$ cat config.mk
export PLATFORM = sky130hd
export DESIGN_NAME = rs232_mem_dumper_flat
export DESIGN_NICKNAME = d
export VERILOG_FILES = /design/src/rtl/rs232_mem_dumper_if.sv /design/src/rtl/rs232_mem_dumper.sv /design/src/flat_wrapper.sv
export SDC_FILE = /design/constraint.sdc
export NUM_CORES = 1
export LEC_CHECK = 0
export BUFFER_PORTS_ARGS = -buffer_cell sky130_fd_sc_hd__buf_2
export CAP_MARGIN = 30
export CORE_MARGIN = 8
export CORE_UTILIZATION = 43
export CTS_BUF_LIST = sky130_fd_sc_hd__clkbuf_4
export DETAILED_ROUTE_END_ITERATION = 12
export GPL_ROUTABILITY_DRIVEN = 1
export PLACE_DENSITY = 0.7
export REMOVE_ABC_BUFFERS = 1
export SLEW_MARGIN = 30
export SYNTH_ARGS = -nofsm -noshare
export SYNTH_HDL_FRONTEND = slang
export SYNTH_SLANG_ARGS = --single-unit
$ cat constraint.sdc
create_clock -name clk -period 2.15 [get_ports clk]
set_input_delay 0.3225 -clock clk [delete_from_list [all_inputs] [get_ports clk]]
set_output_delay 0.3225 -clock clk [all_outputs]
set_load 0.05 [all_outputs]
$ cat src/rtl/rs232_mem_dumper_if.sv
// rs232_mem_dumper_if: memory read port plus RS232 TX buffer write port seen by the dumper.
interface rs232_mem_dumper_if #(parameter int ADDR_W = 32);
    logic [ADDR_W-1:0] rd_addr;
    logic              rd_en;
    logic [31:0]       rd_data;
    logic [7:0]        iData_RS232;
    logic              WriteEnable_RS232;
    logic              oWrBuffer_full_RS232;
    modport master (
        output rd_addr, rd_en, iData_RS232, WriteEnable_RS232,
        input  rd_data, oWrBuffer_full_RS232
    );
    modport slave (
        input  rd_addr, rd_en, iData_RS232, WriteEnable_RS232,
        output rd_data, oWrBuffer_full_RS232
    );
endinterface

$ cat src/rtl/rs232_mem_dumper.sv
// rs232_mem_dumper: reads a block of memory words and streams them as header, MSB-first bytes and an XOR checksum.
module rs232_mem_dumper #(
    parameter int         ADDR_W   = 32,
    parameter int         CNT_W    = 16,
    parameter logic [7:0] HDR_BYTE = 8'hA5
) (
    input  logic              clk,
    input  logic              rst,
    input  logic              start,
    input  logic [ADDR_W-1:0] base_addr,
    input  logic [CNT_W-1:0]  word_count,
    output logic              busy,
    output logic              done,
    rs232_mem_dumper_if.master bus
);
    typedef enum logic [2:0] {IDLE, HDR, RD_REQ, RD_WAIT, SEND, CSUM, DONE} state_t;
    state_t            state_q, state_d;
    logic [ADDR_W-1:0] addr_q, addr_d;
    logic [CNT_W-1:0]  rem_q, rem_d;
    logic [31:0]       sh_q, sh_d;
    logic [1:0]        idx_q, idx_d;
    logic [7:0]        csum_q, csum_d;
    logic [7:0]        data_q, data_d;
    logic              wr;
    logic [7:0]        byte_w;
    always_comb begin
        state_d = state_q;
        addr_d  = addr_q;
        rem_d   = rem_q;
        sh_d    = sh_q;
        idx_d   = idx_q;
        csum_d  = csum_q;
        byte_w  = state_q == HDR ? HDR_BYTE : state_q == CSUM ? csum_q : sh_q[31:24];
        wr      = (state_q == HDR || state_q == SEND || state_q == CSUM) && !bus.oWrBuffer_full_RS232;
        data_d  = wr ? byte_w : data_q;
        case (state_q)
            IDLE: if (start) begin
                addr_d  = base_addr;
                rem_d   = word_count;
                csum_d  = 8'h00;
                state_d = HDR;
            end
            HDR: if (wr) state_d = rem_q != '0 ? RD_REQ : CSUM;
            RD_REQ: state_d = RD_WAIT;
            RD_WAIT: begin
                sh_d    = bus.rd_data;
                idx_d   = 2'd0;
                state_d = SEND;
            end
            SEND: if (wr) begin
                csum_d = csum_q ^ byte_w;
                sh_d   = {sh_q[23:0], 8'h00};
                idx_d  = idx_q + 2'd1;
                if (idx_q == 2'd3) begin
                    addr_d  = addr_q + ADDR_W'(1);
                    rem_d   = rem_q - CNT_W'(1);
                    state_d = rem_q != CNT_W'(1) ? RD_REQ : CSUM;
                end
            end
            CSUM: if (wr) state_d = DONE;
            default: state_d = IDLE;
        endcase
    end
    always_ff @(posedge clk or negedge rst) begin
        if (!rst) begin
            state_q <= IDLE;
            addr_q  <= '0;
            rem_q   <= '0;
            sh_q    <= '0;
            idx_q   <= '0;
            csum_q  <= '0;
            data_q  <= '0;
        end else begin
            state_q <= state_d;
            addr_q  <= addr_d;
            rem_q   <= rem_d;
            sh_q    <= sh_d;
            idx_q   <= idx_d;
            csum_q  <= csum_d;
            data_q  <= data_d;
        end
    end
    // iData holds the last written byte whenever the buffer stalls the FSM
    assign bus.iData_RS232       = data_d;
    assign bus.WriteEnable_RS232 = wr;
    assign bus.rd_en             = state_q == RD_REQ;
    assign bus.rd_addr           = addr_q;
    assign busy                  = state_q != IDLE && state_q != DONE;
    assign done                  = state_q == DONE;
endmodule

$ cat src/flat_wrapper.sv
// flat-port wrapper written by rule: the top's interface ports become plain ports
module rs232_mem_dumper_flat 
#(
    parameter int         ADDR_W   = 32,
    parameter int         CNT_W    = 16,
    parameter logic [7:0] HDR_BYTE = 8'hA5
)
  (clk, rst, start, base_addr, word_count, busy, done, bus_rd_addr, bus_rd_en, bus_iData_RS232, bus_WriteEnable_RS232, bus_rd_data, bus_oWrBuffer_full_RS232);
  rs232_mem_dumper_if #(.ADDR_W(ADDR_W)) bus_i ();
  input  logic clk;
  input  logic rst;
  input  logic start;
  input  logic [ADDR_W-1:0] base_addr;
  input  logic [CNT_W-1:0] word_count;
  output logic busy;
  output logic done;
  output wire logic [$bits(bus_i.rd_addr)-1:0] bus_rd_addr;
  output wire logic [$bits(bus_i.rd_en)-1:0] bus_rd_en;
  output wire logic [$bits(bus_i.iData_RS232)-1:0] bus_iData_RS232;
  output wire logic [$bits(bus_i.WriteEnable_RS232)-1:0] bus_WriteEnable_RS232;
  input wire logic [$bits(bus_i.rd_data)-1:0] bus_rd_data;
  input wire logic [$bits(bus_i.oWrBuffer_full_RS232)-1:0] bus_oWrBuffer_full_RS232;
  assign bus_rd_addr = bus_i.rd_addr;
  assign bus_rd_en = bus_i.rd_en;
  assign bus_iData_RS232 = bus_i.iData_RS232;
  assign bus_WriteEnable_RS232 = bus_i.WriteEnable_RS232;
  assign bus_i.rd_data = bus_rd_data;
  assign bus_i.oWrBuffer_full_RS232 = bus_oWrBuffer_full_RS232;
  rs232_mem_dumper #(.ADDR_W(ADDR_W), .CNT_W(CNT_W), .HDR_BYTE(HDR_BYTE)) u_core (.clk(clk), .rst(rst), .start(start), .base_addr(base_addr), .word_count(word_count), .busy(busy), .done(done), .bus(bus_i));
endmodule
==> reports/qor.csv <==
stage,metric,value,unit
sta,final worst slack,-0.02020,ns
global_route,pin count of the biggest net entering global routing,52,
run_status,failing checks,negative setup slack,
critical_path,RR Endpoint,u_core.sh_q[23]$_DFFE_PN0P_,
critical_path,CP most frequent cell,buf_6,
critical_path,WP data required,1.83,ns
synth,Synth cell types,67,
synth,synth warn,0,
min_path,hold path start,bus_rd_data[4],
cts,CTS buffer count,9,
place,IO buf count,127,
drt,routed vias,5380,
critical_path,"Cell Chain, Critical Path",buf_4 > o21ai_4 > buf_6 > nand2_1 > o21ai_2 > buf_6,
synth,cells taking the most area after synthesis,"dfrtp_1 (45%), o21ai_0 (6.6%), nand2_1 (6.1%)",
critical_path,max incr delay on CP,0.44,ns
run_status,status,"finished, violations left",
global_route,initial antenna violation count,1,
drt,TritonRoute pass-1 iters,5,
drt,Routed wire per std cell,17.06,um
layout,Nets,853,
power,Overall Power,0.01088,W
drt,DRT iter0 DRCs,471,
power,PD cells,1575,nW/um^2
flow_run,max-cap violations,0,
synth,cell count after synthesis,628,
floorplanning,Initial Util,44.17,%
drt,# DRC,0,
synth,top post-synthesis cells by count,"dfrtp_1 (101), nand2_1 (91), o21ai_0 (74)",
synth,sequential area share after synthesis,45.34,%
layout,final core occ,54.73,%
power,VDD IR max,0.6425,mV
global_route,global-route wire length before repair,25680,um
floorplanning,core area,12620,sq um
critical_path,"setup slack, reg-to-reg",0.10,ns
synth,Yosys top cell area share,45.34,%
sta,RSZ-0062 raised after global routing,true,
synth,Mean Syn Cell Area,8.876,sq um
sta,final max-slew violation count,0,
place,dpl ws,0.1398,ns
sta,Fin. Hold Viols,0,
synth,ys async rst share,100.0,%
place,dpl cells,910,
sta,Worst Tran Pin Value,0.8794,ns
layout,Syn-to-layout area delta,23.91,%
sta,Slew HR,41.31,%
critical_path,Critical Path End Type,primary output,
synth,post-synth design cell area,5574,sq um
sta,fmax,460.8,MHz
floorplanning,Die W,129.9,um
synth,most frequent cell after synthesis,dfrtp_1,
layout,FILL cells,1173,
critical_path,CP top delay family,buffers and inverters,
critical_path,CP Buf/Inv Count,3,
sta,clock period minus final worst setup slack,2.170,ns
sta,clock skew,0.01679,ns
synth,"area leader, netlist",dfrtp_1,
floorplanning,Ports,128,
global_route,grt ovf,0,
drt,vias per cell,5.711,
synth,Yosys reg bits,101,
sta,Setup Viol. Count Final,5,
layout,antenna fix cells,0,
cts,CTS max path bufs,2,
place,HPWL Detailed,11160,um
floorplanning,die height,129.9,um
cts,CTS Sinks,101,
cts,worst skew pair latency,0.48,ns
sta,final period utilization,100.9,%
synth,Most used DFF post-synth,dfrtp_1,
floorplanning,die area,16860,sq um
critical_path,CP Launch Type,flip-flop,
cts,H-tree levels,3,
critical_path,Worst path slowest cell,dfrtp_1,
power,leak pwr,3.145,nW
drt,Total Wirelength,16070,um
critical_path,reg2reg path depth,5,
global_route,Total GRT Usage,18.80,%
min_path,worst min path class,primary input to flip-flop,
min_path,Worst Hold End,u_core.sh_q[4]$_DFFE_PN0P_,
critical_path,CP arrival,1.85,ns
global_route,vias in the first global route,5183,
floorplanning,std cell rows,41,
critical_path,critical path type,flip-flop to primary output,
drt,Antenna Violating Nets Remaining,0,
layout,share of cells above drive strength 1,28.05,%
min_path,hold-critical path depth,3,
cts,root buf cell,clkbuf_4,
cts,CTS tree,done,
synth,Post-synth EDFFs,0,
cts,clock-pin slew on the worst setup and hold paths,0.18,ns
place,routability congestion estimate,0.8913,
sta,worst hold slack,0.03021,ns
layout,Final Instance Count excl. Fillers,942,
critical_path,CP max FO,11,
critical_path,Reg2Reg Launch Point,u_core.state_q[1]$_DFFE_PN0P_,
metal layers:
layer	wire length, um	vias up	GRT usage [%]
met4	269	2	6.284
met3	1302	23	4.651
li1	-	2579	-
met1	7098	2583	25.19
met2	7385	193	29.13
met5	12	-	0
registers in the layout (all words and copies together) (netlist names):
signal / cells
u_core.bus.rd_addr: 32
u_core.csum_q: 8
u_core.data_q: 8
u_core.idx_q: 2
u_core.rem_q: 16
u_core.sh_q: 32
u_core.state_q: 3
tightest hold or removal path, delay by kind of cell:
kind	cells	cell delay [ns]
AOI/OAI and AO/OA	1	0.06
and+or+nand+nor	1	0.04
buffers and inverters	1	0.07
worst max-delay path by stage:
stage | slack (ns) | cells past startpoint | from | endpoint
floorplan | -2.09 | 4 | u_core.state_q[2]$_DFFE_PN0P_ | u_core.idx_q[1]$_DFFE_PN0P_
global placement | 0.23 | 6 | start | u_core.bus.rd_addr[3]$_DFFE_PN0P_
detailed placement | 0.14 | 7 | start | u_core.rem_q[8]$_DFFE_PN0P_
finish | -0.02 | 6 | u_core.state_q[0]$_DFFE_PN0P_ | bus_iData_RS232[3]
CTS | -0.04 | 7 | u_core.state_q[0]$_DFFE_PN0P_ | bus_iData_RS232[2]
global route | -0.12 | 5 | u_core.state_q[0]$_DFFE_PN0P_ | bus_WriteEnable_RS232
repair_timing:
| item | CTS | global route |
|---|---|---|
| hold buffers | 3 | 1 |
| gates cloned | 2 | 1 |
| hold endpoints to repair | 30 | 1 |
| setup endpoints to repair | 10 | 28 |
| buffers inserted | 6 | 3 |
| pin swaps | 3 | 5 |
| resized for setup | 39 | 14 |
kinds of logic (layout without fill, tap and decap cells):
kind of cell             count (synthesis)  count (layout)  synth area share, %
flip-flops                             101             101                45.34
AO/OA/AOI/OAI                          201             201                21.91
buffers and inverters                   47             188                3.726
adder cells (fa/ha/maj)                  4               4               0.8979
AND/OR/NAND/NOR                        240             241                22.02
multiplexers                            26              26                4.691
XOR/XNOR                                 9               9                1.414
cells in the final DEF (no fill, tap or decap), types with 9 or more instances in the layout:
| master | synthesis | routed |
|---|---|---|
| buf_2 | 19 | 117 |
| dfrtp_1 | 101 | 100 |
| nand2_1 | 91 | 91 |
| o21ai_0 | 74 | 65 |
| a21oi_1 | 56 | 55 |
| nor2_1 | 39 | 36 |
| buf_4 | 2 | 27 |
| mux2i_1 | 25 | 25 |
| nand3_1 | 25 | 25 |
| nor3_1 | 16 | 16 |
| and3_1 | 14 | 13 |
| buf_6 | 0 | 13 |
| o22a_1 | 11 | 11 |
| clkbuf_4 | 0 | 11 |
| nand4_1 | 9 | 9 |
| o22ai_1 | 9 | 9 |
through the flow:
step	cell area (sq um)	setup TNS [ns]
4_1_cts	6824	-0.1703
3_5_place_dp	6482	0
5_1_grt	6907	-0.9211
6_report	6907	-0.06168
3_3_place_gp	6482	0
2_1_floorplan	5389	-108.39
cell type report:
cell class              count  area (sq um)  area share (%)
clock buffers               9         67.56          0.9783
clock inverters             7         93.84           1.359
inverters                   6         22.52          0.3261
multi-input cells         481          2929           42.41
flip-flops and latches    101          2529           36.61
well taps                 172         215.2           3.116
repair buffers            166          1050           15.20
where the power goes:
| part | internal [W] | switching (W) | total [W] |
|---|---|---|---|
| sequential | 0.00276 | 0.000852 | 0.00362 |
| combinational | 0.00209 | 0.00403 | 0.00613 |
| clock | 0.000387 | 0.000746 | 0.00113 |
(Power assumes the default switching activity.)
